--- src/rtl/vga_timing_pkg.sv ---
// rtl/vga_timing_pkg.sv - default VGA 640x480@60 timing constants and window helper
package vga_timing_pkg;

    localparam int H_VISIBLE = 640;
    localparam int H_FRONT   = 16;
    localparam int H_SYNC    = 96;
    localparam int H_BACK    = 48;
    localparam int V_VISIBLE = 480;
    localparam int V_FRONT   = 10;
    localparam int V_SYNC    = 2;
    localparam int V_BACK    = 33;
    localparam int CNT_W     = 10;

    localparam int H_TOTAL      = H_VISIBLE + H_FRONT + H_SYNC + H_BACK;
    localparam int V_TOTAL      = V_VISIBLE + V_FRONT + V_SYNC + V_BACK;
    localparam int H_SYNC_START = H_VISIBLE + H_FRONT;
    localparam int H_SYNC_END   = H_SYNC_START + H_SYNC;
    localparam int V_SYNC_START = V_VISIBLE + V_FRONT;
    localparam int V_SYNC_END   = V_SYNC_START + V_SYNC;

    // Half-open window test [lo, hi)
    function automatic logic in_range(input int unsigned pos, input int unsigned lo,
                                      input int unsigned hi);
        return (pos >= lo) && (pos < hi);
    endfunction

endpackage

--- src/rtl/ctrl_circuit_if.sv ---
// rtl/ctrl_circuit_if.sv - VGA timing outputs bundle (sync, visible flag, coordinates)
interface ctrl_circuit_if #(
    parameter int CNT_W = vga_timing_pkg::CNT_W
);
    logic             HS;
    logic             VS;
    logic             VIDEO_ON;
    logic [CNT_W-1:0] H_CNT;
    logic [CNT_W-1:0] V_CNT;

    modport master (output HS, output VS, output VIDEO_ON, output H_CNT, output V_CNT);
    modport slave  (input  HS, input  VS, input  VIDEO_ON, input  H_CNT, input  V_CNT);
endinterface

--- src/rtl/vga_axis_counter.sv ---
// rtl/vga_axis_counter.sv - wrap counter with registered sync-window and visible-window decode
module vga_axis_counter
    import vga_timing_pkg::*;
#(
    parameter int TOTAL      = H_TOTAL,
    parameter int SYNC_START = H_SYNC_START,
    parameter int SYNC_END   = H_SYNC_END,
    parameter int VISIBLE    = H_VISIBLE,
    parameter int W          = CNT_W
) (
    input  logic         clk_i,
    input  logic         rst_n_i,
    input  logic         en_i,
    output logic [W-1:0] cnt_o,
    output logic         last_o,
    output logic         sync_n_o,
    output logic         visible_o
);

    localparam logic [W-1:0] LAST        = W'(TOTAL - 1);
    localparam logic         SYNC_N_RST  = !in_range(0, SYNC_START, SYNC_END);
    localparam logic         VISIBLE_RST = in_range(0, 0, VISIBLE);

    logic [W-1:0] cnt_q, cnt_d;
    logic         sync_n_q, sync_n_d;
    logic         visible_q, visible_d;

    assign last_o = (cnt_q == LAST);

    // Decode from the next count so the flags line up with the count they describe
    always_comb begin
        cnt_d = cnt_q;
        if (en_i) begin
            cnt_d = last_o ? '0 : cnt_q + 1'b1;
        end
        sync_n_d  = !in_range(32'(cnt_d), SYNC_START, SYNC_END);
        visible_d = in_range(32'(cnt_d), 0, VISIBLE);
    end

    always_ff @(posedge clk_i) begin
        if (!rst_n_i) begin
            cnt_q     <= '0;
            sync_n_q  <= SYNC_N_RST;
            visible_q <= VISIBLE_RST;
        end else begin
            cnt_q     <= cnt_d;
            sync_n_q  <= sync_n_d;
            visible_q <= visible_d;
        end
    end

    assign cnt_o     = cnt_q;
    assign sync_n_o  = sync_n_q;
    assign visible_o = visible_q;

endmodule

--- src/rtl/ctrl_circuit.sv ---
// rtl/ctrl_circuit.sv - VGA timing controller top; CTRL_CIRCUIT_FRAME_TICK_EN adds FRAME_TICK
module ctrl_circuit #(
    parameter int H_VISIBLE = vga_timing_pkg::H_VISIBLE,
    parameter int H_FRONT   = vga_timing_pkg::H_FRONT,
    parameter int H_SYNC    = vga_timing_pkg::H_SYNC,
    parameter int H_BACK    = vga_timing_pkg::H_BACK,
    parameter int V_VISIBLE = vga_timing_pkg::V_VISIBLE,
    parameter int V_FRONT   = vga_timing_pkg::V_FRONT,
    parameter int V_SYNC    = vga_timing_pkg::V_SYNC,
    parameter int V_BACK    = vga_timing_pkg::V_BACK,
    parameter int CNT_W     = vga_timing_pkg::CNT_W
) (
    input  logic           PIX_CLK,
    input  logic           RST_N,
`ifdef CTRL_CIRCUIT_FRAME_TICK_EN
    output logic           FRAME_TICK,
`endif
    ctrl_circuit_if.master vga
);

    localparam int H_TOT   = H_VISIBLE + H_FRONT + H_SYNC + H_BACK;
    localparam int V_TOT   = V_VISIBLE + V_FRONT + V_SYNC + V_BACK;
    localparam int H_SSTRT = H_VISIBLE + H_FRONT;
    localparam int V_SSTRT = V_VISIBLE + V_FRONT;

    logic [CNT_W-1:0] h_cnt, v_cnt;
    logic             h_last, v_last;
    logic             h_sync_n, v_sync_n;
    logic             h_vis, v_vis;

    vga_axis_counter #(
        .TOTAL      (H_TOT),
        .SYNC_START (H_SSTRT),
        .SYNC_END   (H_SSTRT + H_SYNC),
        .VISIBLE    (H_VISIBLE),
        .W          (CNT_W)
    ) u_h_axis (
        .clk_i     (PIX_CLK),
        .rst_n_i   (RST_N),
        .en_i      (1'b1),
        .cnt_o     (h_cnt),
        .last_o    (h_last),
        .sync_n_o  (h_sync_n),
        .visible_o (h_vis)
    );

    // The vertical axis advances only on the horizontal wrap edge, so VS is line-granular
    vga_axis_counter #(
        .TOTAL      (V_TOT),
        .SYNC_START (V_SSTRT),
        .SYNC_END   (V_SSTRT + V_SYNC),
        .VISIBLE    (V_VISIBLE),
        .W          (CNT_W)
    ) u_v_axis (
        .clk_i     (PIX_CLK),
        .rst_n_i   (RST_N),
        .en_i      (h_last),
        .cnt_o     (v_cnt),
        .last_o    (v_last),
        .sync_n_o  (v_sync_n),
        .visible_o (v_vis)
    );

    assign vga.HS       = h_sync_n;
    assign vga.VS       = v_sync_n;
    assign vga.VIDEO_ON = h_vis & v_vis;
    assign vga.H_CNT    = h_cnt;
    assign vga.V_CNT    = v_cnt;

`ifdef CTRL_CIRCUIT_FRAME_TICK_EN
    localparam logic [CNT_W-1:0] H_PRE_LAST = CNT_W'(H_TOT - 2);

    logic frame_tick_q, frame_tick_d;

    // Next position is the last pixel of the frame when we sit one pixel before it on the last line
    always_comb begin
        frame_tick_d = v_last && (h_cnt == H_PRE_LAST);
    end

    always_ff @(posedge PIX_CLK) begin
        if (!RST_N) begin
            frame_tick_q <= 1'b0;
        end else begin
            frame_tick_q <= frame_tick_d;
        end
    end

    assign FRAME_TICK = frame_tick_q;
`else
    logic unused_v_last;
    assign unused_v_last = v_last;
`endif

endmodule

--- src/flat_wrapper.sv ---
// flat-port wrapper written by rule: the top's interface ports become plain ports
module ctrl_circuit_flat 
#(
    parameter int H_VISIBLE = vga_timing_pkg::H_VISIBLE,
    parameter int H_FRONT   = vga_timing_pkg::H_FRONT,
    parameter int H_SYNC    = vga_timing_pkg::H_SYNC,
    parameter int H_BACK    = vga_timing_pkg::H_BACK,
    parameter int V_VISIBLE = vga_timing_pkg::V_VISIBLE,
    parameter int V_FRONT   = vga_timing_pkg::V_FRONT,
    parameter int V_SYNC    = vga_timing_pkg::V_SYNC,
    parameter int V_BACK    = vga_timing_pkg::V_BACK,
    parameter int CNT_W     = vga_timing_pkg::CNT_W
)
  (PIX_CLK, RST_N, vga_HS, vga_VS, vga_VIDEO_ON, vga_H_CNT, vga_V_CNT);
  ctrl_circuit_if #(.CNT_W(CNT_W)) vga_i ();
  input  logic PIX_CLK;
  input  logic RST_N;
  output wire logic [$bits(vga_i.HS)-1:0] vga_HS;
  output wire logic [$bits(vga_i.VS)-1:0] vga_VS;
  output wire logic [$bits(vga_i.VIDEO_ON)-1:0] vga_VIDEO_ON;
  output wire logic [$bits(vga_i.H_CNT)-1:0] vga_H_CNT;
  output wire logic [$bits(vga_i.V_CNT)-1:0] vga_V_CNT;
  assign vga_HS = vga_i.HS;
  assign vga_VS = vga_i.VS;
  assign vga_VIDEO_ON = vga_i.VIDEO_ON;
  assign vga_H_CNT = vga_i.H_CNT;
  assign vga_V_CNT = vga_i.V_CNT;
  ctrl_circuit #(.H_VISIBLE(H_VISIBLE), .H_FRONT(H_FRONT), .H_SYNC(H_SYNC), .H_BACK(H_BACK), .V_VISIBLE(V_VISIBLE), .V_FRONT(V_FRONT), .V_SYNC(V_SYNC), .V_BACK(V_BACK), .CNT_W(CNT_W)) u_core (.PIX_CLK(PIX_CLK), .RST_N(RST_N), .vga(vga_i));
endmodule
--- config.mk ---
export PLATFORM = sky130hd
export DESIGN_NAME = ctrl_circuit_flat
export DESIGN_NICKNAME = d
export VERILOG_FILES = /design/src/rtl/vga_timing_pkg.sv /design/src/rtl/ctrl_circuit_if.sv /design/src/rtl/vga_axis_counter.sv /design/src/rtl/ctrl_circuit.sv /design/src/flat_wrapper.sv
export SDC_FILE = /design/constraint.sdc
export NUM_CORES = 1
export LEC_CHECK = 0
export BUFFER_PORTS_ARGS = -buffer_cell sky130_fd_sc_hd__buf_2
export CELL_PAD_IN_SITES_DETAIL_PLACEMENT = 2
export CELL_PAD_IN_SITES_GLOBAL_PLACEMENT = 2
export CORE_MARGIN = 2
export CORE_UTILIZATION = 33
export CTS_CLUSTER_DIAMETER = 150
export CTS_CLUSTER_SIZE = 14
export DETAILED_ROUTE_END_ITERATION = 12
export PLACE_DENSITY_LB_ADDON = 0.1
export SLEW_MARGIN = 30
export SYNTH_ARGS = -nofsm -noshare
export SYNTH_HDL_FRONTEND = slang
export SYNTH_SLANG_ARGS = --single-unit
export TNS_END_PERCENT = 10
--- constraint.sdc ---
create_clock -name PIX_CLK -period 2.23 [get_ports PIX_CLK]
set_clock_uncertainty 0.2 [all_clocks]
set_input_delay 0.223 -clock PIX_CLK [delete_from_list [all_inputs] [get_ports PIX_CLK]]
set_output_delay 0.223 -clock PIX_CLK [all_outputs]
set_load 0.02 [all_outputs]
==> flow_summary.json, run 1 <==
{
  "status": "complete, no violations",
  "tightest_slew_ns": 0.367,
  "hold_end": "u_core.u_h_axis.cnt_o[4]",
  "rr_startpoint": "u_core.u_h_axis.cnt_o[2]",
  "post-dp-hpwl_um": 2830,
  "slowest_stage": "dfxtp_1",
  "powerDensity_nw_per_um2": 468,
  "critPathMaxStageDelay_ns": 0.46,
  "cp-start-kind": "flop",
  "die_h_um": 67.2,
  "rsz0062_at_grt": "no",
  "synth_enable_flop_cells": 0,
  "pre_cts_ws_ns": 0.107,
  "diodes": 0,
  "clk_pin_slew_worst_paths_ns": 0.08,
  "ioPinCount": 25,
  "ys_ff_latch": 24,
  "dpl_cell_area_um2": 1490,
  "syn-num-nets": 150,
  "grt_max_degree": 13,
  "place.gp.congestion": 0.865,
  "path_buf_inv": 0,
  "num-nets-final": 178,
  "port_buffers": 24,
  "post_cts_resized": 0,
  "hold_viol_final": 0,
  "vias_per_cell": 5.30,
  "cts-buffers-inserted": 3,
  "crit_path_max_fanout": 6,
  "route.vias.total": 1155,
  "fin_crit_sh": 0.912,
  "ys_warn_count": 0,
  "hold_depth": 2,
  "grt_busiest_layer": "met2",
  "required_ns": 2.19,
  "wl_per_cell_um": 16.6,
  "die-area_um2": 4510,
  "cts_hold_buf": 0,
  "cellLeakagePower_uw": 0.000632,
  "track_usage": 0.179,
  "synthArstFlopShare": 0,
  "final_cell_count_no_fill": 218,
  "clock_path_buffers": 2,
  "r2r-end": "u_core.u_h_axis.cnt_o[9]",
  "met1_usage": 0.202,
  "min_path_type": "primary input to flop",
  "fin_tns_setup_ns": 0,
  "hp-start": "RST_N",
  "synth_ff_type": "dfxtp_1",
  "clk_root_buffer_cell": "clkbuf_8",
  "start_util": 0.352,
  "overflow": 0,
  "synth_cell_type_count": 44,
  "grt_use_met3": 0.0217,
  "die_w_um": 67.2,
  "crit_path_cell_trace": "nand3_1 > nor3b_2 > mux2_2 > a22o_1 > and2_1",
  "slew_headroom": 0.755,
  "slew_viol_final": 0,
  "avgSynthCellArea_um2": 9.15,
  "peakVddDrop_uv": 233,
  "grt_pass1_wl_um": 6050,
  "cts_tree": "yes",
  "mappedNetlistArea_um2": 1320,
  "cts.sinks": 24,
  "antenna_left": 0,
  "wirelength_um": 3610,
  "drive_above_1_share": 0.276,
  "first_global_vias": 1244,
  "cp-end-kind": "flop",
  "drc": 0,
  "maxCapViolCount": 0,
  "crit_family": "simple AND/OR/NAND/NOR gates",
  "r2r_slack_ns": 0.20,
  "first_iter_violations": 60,
  "hold_ws_ns": 0.0925,
  "finalSetupViolCount": 0,
  "dr.pass1.iters": 4,
  "grtUsageMet2": 0.348,
  "min_period_ns": 2.03,
  "coreArea_um2": 3740,
  "dp_cells": 215,
  "crit_type": "flop to flop",
  "antenna_found_initial": 0,
  "postCtsSetupBuffers": 0,
  "arrival_ns": 2.00,
  "synth_cells": 144,
  "fmax_mhz": 492,
  "clkLatencyLatePin_ns": 0.26,
  "area_growth_pct": 17.2,
  "ys_seq_area_frac": 0.365,
  "fin_area_um2": 1540,
  "setup_slack_ns": 0.197,
  "r2r.worst_path.cells": 5,
  "rows": 22,
  "cts_max_level": 1
}
-- how the worst max path moves through the flow --
stage	from	endpoint	slack, ns	depth (start not counted)
finish	u_core.u_h_axis.cnt_o[2]	u_core.u_h_axis.cnt_o[9]	0.20	5
floorplan	u_core.u_h_axis.cnt_o[0]	u_core.u_v_axis.sync_n_o	0.21	6
global placement	u_core.u_h_axis.cnt_o[0]	u_core.u_v_axis.sync_n_o	0.25	6
global route	u_core.u_h_axis.cnt_o[1]	u_core.u_v_axis.sync_n_o	0.03	6
detailed placement	u_core.u_h_axis.cnt_o[0]	u_core.u_h_axis.sync_n_o	0.11	6
CTS	u_core.u_h_axis.cnt_o[0]	u_core.u_h_axis.sync_n_o	0.09	6
-- kinds of logic (layout without fill, tap and decap cells) --
| kind of cell | Yosys count | count (layout) | share of synthesized area |
|---|---|---|---|
| DFF | 24 | 24 | 0.365 |
| xor gates and xnor gates | 14 | 14 | 0.0931 |
| AOI/OAI and AO/OA | 19 | 19 | 0.0969 |
| buffers and inverters | 6 | 32 | 0.0275 |
| muxes | 3 | 3 | 0.0237 |
| adders and majority gates | 4 | 4 | 0.0380 |
| and+or+nand+nor | 74 | 74 | 0.356 |
-- state kept, by name, summed over array words and instances, names as in the netlist --
register	flops
u_core.u_v_axis.visible_o	1
u_core.u_h_axis.sync_n_o	1
u_core.u_h_axis.cnt_o	10
u_core.u_v_axis.sync_n_o	1
u_core.u_h_axis.visible_o	1
u_core.u_v_axis.cnt_o	10
-- cells in the mapped netlist, types with 2 or more instances --
| cell | number | share of area |
|---|---|---|
| nor2b_1 | 3 | 0.014 |
| and3b_2 | 2 | 0.015 |
| and3_1 | 3 | 0.014 |
| dfxtp_1 | 24 | 0.36 |
| mux2i_1 | 2 | 0.015 |
| xnor2_1 | 8 | 0.053 |
| ha_1 | 4 | 0.038 |
| inv_1 | 2 | 0.0057 |
| and2_1 | 6 | 0.028 |
| nand2b_1 | 2 | 0.0095 |
| o21ai_0 | 6 | 0.023 |
| nand3_1 | 4 | 0.015 |
| nand4_1 | 5 | 0.024 |
| a211oi_1 | 3 | 0.017 |
| nor2_1 | 16 | 0.046 |
| a31oi_1 | 2 | 0.0095 |
| xor2_1 | 6 | 0.040 |
| nand4b_1 | 6 | 0.040 |
| nor3_1 | 5 | 0.019 |
| nand2_1 | 11 | 0.031 |
-- metrics by stage --
step                       util  power (µW)
after floorplan               -         467
after global placement    0.398         475
after detailed placement  0.398         478
after CTS                 0.409         732
after global routing      0.412         753
final                     0.412         723
-- cell type report --
type | instances | area (µm²)
tap | 48 | 60.1
timing repair buffer | 27 | 143
multi-input combinational | 114 | 811
clock buffer | 3 | 41.3
fill | 429 | 2200
sequential | 24 | 482
inverter | 2 | 7.51
-- metal layers --
| metal | routed length (µm) | share of wire |
|---|---|---|
| met4 | 33 | 0.0091 |
| met1 | 1560 | 0.43 |
| met3 | 82 | 0.023 |
| met5 | 0 | 0 |
| met2 | 1930 | 0.54 |
-- placed cells by master (no fill, tap or decap), types with 3 or more instances in the layout --
| cell type | n |
|---|---|
| buf_2 | 24 |
| dfxtp_1 | 23 |
| nor2_1 | 16 |
| nand2_1 | 11 |
| xnor2_1 | 8 |
| and2_1 | 6 |
| nand4b_1 | 6 |
| o21ai_0 | 6 |
| xor2_1 | 5 |
| nor3_1 | 5 |
| nand4_1 | 5 |
| nand3_1 | 4 |
| nor2b_1 | 3 |
| and3_1 | 3 |
| a211oi_1 | 3 |
| ha_1 | 3 |
| clkbuf_8 | 3 |
| buf_4 | 3 |
-- power by group --
| group | switching [µW] | internal, µW |
|---|---|---|
| registers | 6.36 | 433 |
| clock network | 135 | 121 |
| logic | 18.1 | 10.0 |
Power figures use the tool's default switching activity.
==> run 2, diff against run 1 <==
--- a/config.mk
+++ b/config.mk
@@ -13,7 +13,7 @@
 export CTS_CLUSTER_DIAMETER = 150
 export CTS_CLUSTER_SIZE = 14
 export DETAILED_ROUTE_END_ITERATION = 12
-export PLACE_DENSITY_LB_ADDON = 0.1
+export PLACE_DENSITY = 0.8
 export SLEW_MARGIN = 30
 export SYNTH_ARGS = -nofsm -noshare
 export SYNTH_HDL_FRONTEND = slang
==> flow_summary.json, run 2 (same netlist as run 1, synthesis figures left out) <==
{
  "fin_area_um2": 1560,
  "fin_tns_setup_ns": 0,
  "cts_hold_buf": 0,
  "dr.pass1.iters": 4,
  "required_ns": 2.17,
  "slew_headroom": 0.739,
  "grt_max_degree": 13,
  "cp-start-kind": "flop",
  "status": "complete, no violations",
  "post-dp-hpwl_um": 3080,
  "grt_pass1_wl_um": 6820,
  "routed-wl-met2_um": 2030,
  "crit_path_max_fanout": 7,
  "cts_tree": "yes",
  "cp-end-kind": "flop",
  "overflow": 0,
  "first_global_vias": 1311,
  "cts-buffers-inserted": 3,
  "area_growth_pct": 18.6,
  "wl_per_cell_um": 18.0,
  "powerDensity_nw_per_um2": 463,
  "first_iter_violations": 48,
  "diodes": 0,
  "place.gp.congestion": 0.875,
  "clock_path_buffers": 2,
  "ioPinCount": 25,
  "hold_ws_ns": 0.0966,
  "wl_met1_um": 1800,
  "finalSetupViolCount": 0,
  "final_cell_count_no_fill": 221,
  "critPathMaxStageDelay_ns": 0.41,
  "num-nets-final": 181,
  "die_h_um": 67.2,
  "cts_max_level": 1,
  "cellLeakagePower_uw": 0.000647,
  "clk_pin_slew_worst_paths_ns": 0.08,
  "clk_root_buffer_cell": "clkbuf_8",
  "die_w_um": 67.2,
  "port_buffers": 24,
  "fmax_mhz": 479,
  "crit_family": "simple AND/OR/NAND/NOR gates",
  "antenna_found_initial": 0,
  "min_path_type": "primary input to flop",
  "antenna_left": 0,
  "drive_above_1_share": 0.283,
  "start_util": 0.352,
  "clkLatencyLatePin_ns": 0.26,
  "wl_met3_um": 107,
  "slowest_stage": "dfxtp_1",
  "arrival_ns": 2.03,
  "track_usage": 0.200,
  "rsz0062_at_grt": "no",
  "slew_viol_final": 0,
  "path_buf_inv": 0,
  "maxCapViolCount": 0,
  "dpl_cell_area_um2": 1510,
  "wirelength_um": 3970,
  "layout_common_cells": "24 x buf_2, 24 x dfxtp_1, 16 x nor2_1, 11 x nand2_1, 8 x xnor2_1",
  "rows": 22,
  "hold_viol_final": 0,
  "fin_crit_sh": 0.935,
  "peakVddDrop_uv": 268,
  "crit_path_cell_trace": "ha_2 > nand4_2 > nand3b_4 > nor4_4 > xnor2_1 > nand4b_1",
  "min_period_ns": 2.09,
  "vias_per_cell": 5.41,
  "dp_cells": 218,
  "top_layer": "met4",
  "crit_type": "flop to flop",
  "tightest_slew_ns": 0.391,
  "route.vias.total": 1195,
  "die-area_um2": 4510,
  "p_total_uw": 723,
  "drc": 0,
  "fill_cells": 436,
  "cts.sinks": 24,
  "coreArea_um2": 3740
}
## run 2: cell types whose count changed in the layout (fill, tap and decap cells not counted), sizes merged
cell,change
buf,+3
## run 2: metal layers
metal,up-vias,track usage
li1,568,-
met1,601,0.257
met2,22,0.355
met3,4,0.0283
met4,0,0.0459
met5,-,0
## run 2: through the flow
| stage | util | setup WS (ns) |
|---|---|---|
| 2_1_floorplan | - | 0.209 |
| 3_3_place_gp | 0.404 | 0.208 |
| 3_5_place_dp | 0.404 | 0.160 |
| 4_1_cts | 0.415 | 0.113 |
| 5_1_grt | 0.417 | 0.00812 |
| 6_report | 0.417 | 0.144 |
## run 2: cell type report
type,count,area (µm²),share of cell area
Clock buffer,3,41.3,0.0264
Inverter,2,7.51,0.00480
Multi-Input combinational cell,114,808,0.517
Sequential cell,24,480,0.307
Tap cell,48,60.1,0.0384
Timing Repair Buffer,30,165,0.106
## run 2: final timing paths
| path | start | to | slack, ns | depth (start not counted) |
|---|---|---|---|---|
| setup reg to reg | u_core.u_h_axis.cnt_o[0] | u_core.u_v_axis.sync_n_o | 0.14 | 6 |
| hold / removal | RST_N | u_core.u_h_axis.cnt_o[4] | 0.1 | 2 |
| hold reg to reg | u_core.u_h_axis.cnt_o[0] | u_core.u_h_axis.cnt_o[0] | 0.30 | 1 |
| setup / recovery | u_core.u_h_axis.cnt_o[0] | u_core.u_v_axis.sync_n_o | 0.14 | 6 |
## run 2: what timing repair did
action,4_1_cts,5_1_grt
gates resized for setup,0,2
setup buffers,0,0
endpoints found under the setup margin,0,2
## run 2: where the power goes
part | switching [µW] | internal [µW]
logic | 18.8 | 9.99
clock network | 135 | 121
registers | 6.21 | 433
total | 160 | 563
==> run 3, diff against run 2 <==
==> constraint.sdc (replaced) <==
create_clock -name PIX_CLK -period 2.23 [get_ports PIX_CLK]
set_clock_uncertainty 0.2 [all_clocks]
set_input_delay 0.223 -clock PIX_CLK [delete_from_list [all_inputs] [get_ports PIX_CLK]]
set_output_delay 0.223 -clock PIX_CLK [all_outputs]
set_load 0.05 [all_outputs]
==> flow_summary.json, run 3 (same netlist as run 1, synthesis figures left out) <==
{
  "status": "complete, no violations",
  "cts_max_level": 1,
  "cts_hold_buf": 0,
  "clk_root_buffer_cell": "clkbuf_8",
  "grt_pass1_wl_um": 6530,
  "rows": 22,
  "dr.pass1.iters": 4,
  "post-dp-hpwl_um": 2920,
  "area_growth_pct": 17.6,
  "register_area_um2": 483,
  "cts_tree": "yes",
  "pre_cts_ws_ns": 0.217,
  "setup_slack_ns": 0.175,
  "tightest_slew_ns": 0.458,
  "fill_cells": 455,
  "crit_type": "flop to flop",
  "antenna_found_initial": 0,
  "vias_per_cell": 5.39,
  "overflow": 0,
  "first_iter_violations": 36,
  "fmax_mhz": 487,
  "port_buffers": 24,
  "dpl_cell_area_um2": 1490,
  "r2r-end": "u_core.u_h_axis.sync_n_o",
  "fin_tns_setup_ns": 0,
  "route.vias.total": 1181,
  "fin_crit_sh": 0.921,
  "start_util": 0.352,
  "layout_common_cells": "24 x buf_2, 22 x dfxtp_1, 16 x nor2_1, 11 x nand2_1, 8 x xnor2_1",
  "hold_end": "u_core.u_h_axis.cnt_o[4]",
  "postCtsSetupBuffers": 0,
  "cts.sinks": 24,
  "rr_startpoint": "u_core.u_h_axis.cnt_o[0]",
  "post_cts_resized": 0,
  "ioPinCount": 25,
  "num-nets-final": 178,
  "finalSetupViolCount": 0,
  "cellLeakagePower_uw": 0.000640,
  "drc": 0,
  "r2r.worst_path.cells": 6,
  "cts-buffers-inserted": 3,
  "required_ns": 2.18,
  "die-area_um2": 4510,
  "crit_path_max_fanout": 5,
  "place.gp.congestion": 0.843,
  "diodes": 0,
  "multi_input_area_um2": 801,
  "coreArea_um2": 3740,
  "cp-end-kind": "flop",
  "grt_max_degree": 14,
  "hold_depth": 2,
  "die_h_um": 67.2,
  "peakVddDrop_uv": 256,
  "fin_area_um2": 1550,
  "track_usage": 0.193,
  "min_period_ns": 2.05,
  "wl_per_cell_um": 17.5,
  "cp-start-kind": "flop",
  "hp-start": "RST_N",
  "wirelength_um": 3830,
  "final_common_cell": "buf_2",
  "antenna_left": 0,
  "hold_ws_ns": 0.102,
  "slew_headroom": 0.694,
  "clock_path_buffers": 2,
  "arrival_ns": 2.00,
  "min_path_type": "primary input to flop",
  "maxCapViolCount": 0,
  "rsz0062_at_grt": "no",
  "slew_viol_final": 0,
  "clkLatencyLatePin_ns": 0.27,
  "drive_above_1_share": 0.275,
  "clk_pin_slew_worst_paths_ns": 0.08,
  "hold_viol_final": 0,
  "first_global_vias": 1237,
  "r2r_slack_ns": 0.18,
  "die_w_um": 67.2,
  "powerDensity_nw_per_um2": 504
}
run 3: final cells by class:
cell class,count,area share
Multi-Input combinational cell,114,0.517
Sequential cell,24,0.312
Timing Repair Buffer,27,0.0921
Tap cell,48,0.0388
Clock buffer,4,0.0355
Inverter,2,0.00485
run 3: metal layers:
layer | vias up | GRT usage | part of all wire | wire (µm)
li1 | 565 | - | - | -
met1 | 594 | 0.264 | 0.48 | 1830
met2 | 17 | 0.319 | 0.49 | 1870
met3 | 5 | 0.0250 | 0.023 | 88
met4 | 0 | 0.0536 | 0.0099 | 38
met5 | - | 0 | 0 | 0
run 3: power by group:
group	internal, µW	total (µW)	switching, µW
combinational	9.60	38.7	29.1
clock	158	302	144
sequential	434	440	6.66
total	601	780	179
run 3: worst max path at each step:
stage	from	to	slack [ns]
3_3_place_gp	u_core.u_h_axis.cnt_o[0]	u_core.u_h_axis.sync_n_o	0.25
4_1_cts	u_core.u_h_axis.cnt_o[0]	u_core.u_h_axis.sync_n_o	0.15
6_report	u_core.u_h_axis.cnt_o[0]	u_core.u_h_axis.sync_n_o	0.18
2_1_floorplan	u_core.u_h_axis.cnt_o[2]	u_core.u_h_axis.cnt_o[9]	-0.002
5_1_grt	u_core.u_h_axis.cnt_o[0]	u_core.u_h_axis.sync_n_o	0.02
3_5_place_dp	u_core.u_h_axis.cnt_o[0]	u_core.u_v_axis.sync_n_o	0.22
run 3: metrics by stage:
step	total power [µW]	cells	utilization
2_1_floorplan	478	144	-
3_5_place_dp	489	215	0.399
5_1_grt	819	219	0.414
4_1_cts	795	219	0.414
6_report	780	219	0.414
3_3_place_gp	487	215	0.399
run 3: critical path, stage by stage, from the launching register on:
cell and delay [ns]:
dfxtp_2 0.37, ha_1 0.26, nand3_1 0.12, xor2_1 0.40, xnor2_1 0.11, a211oi_1 0.32, nand4_1 0.13
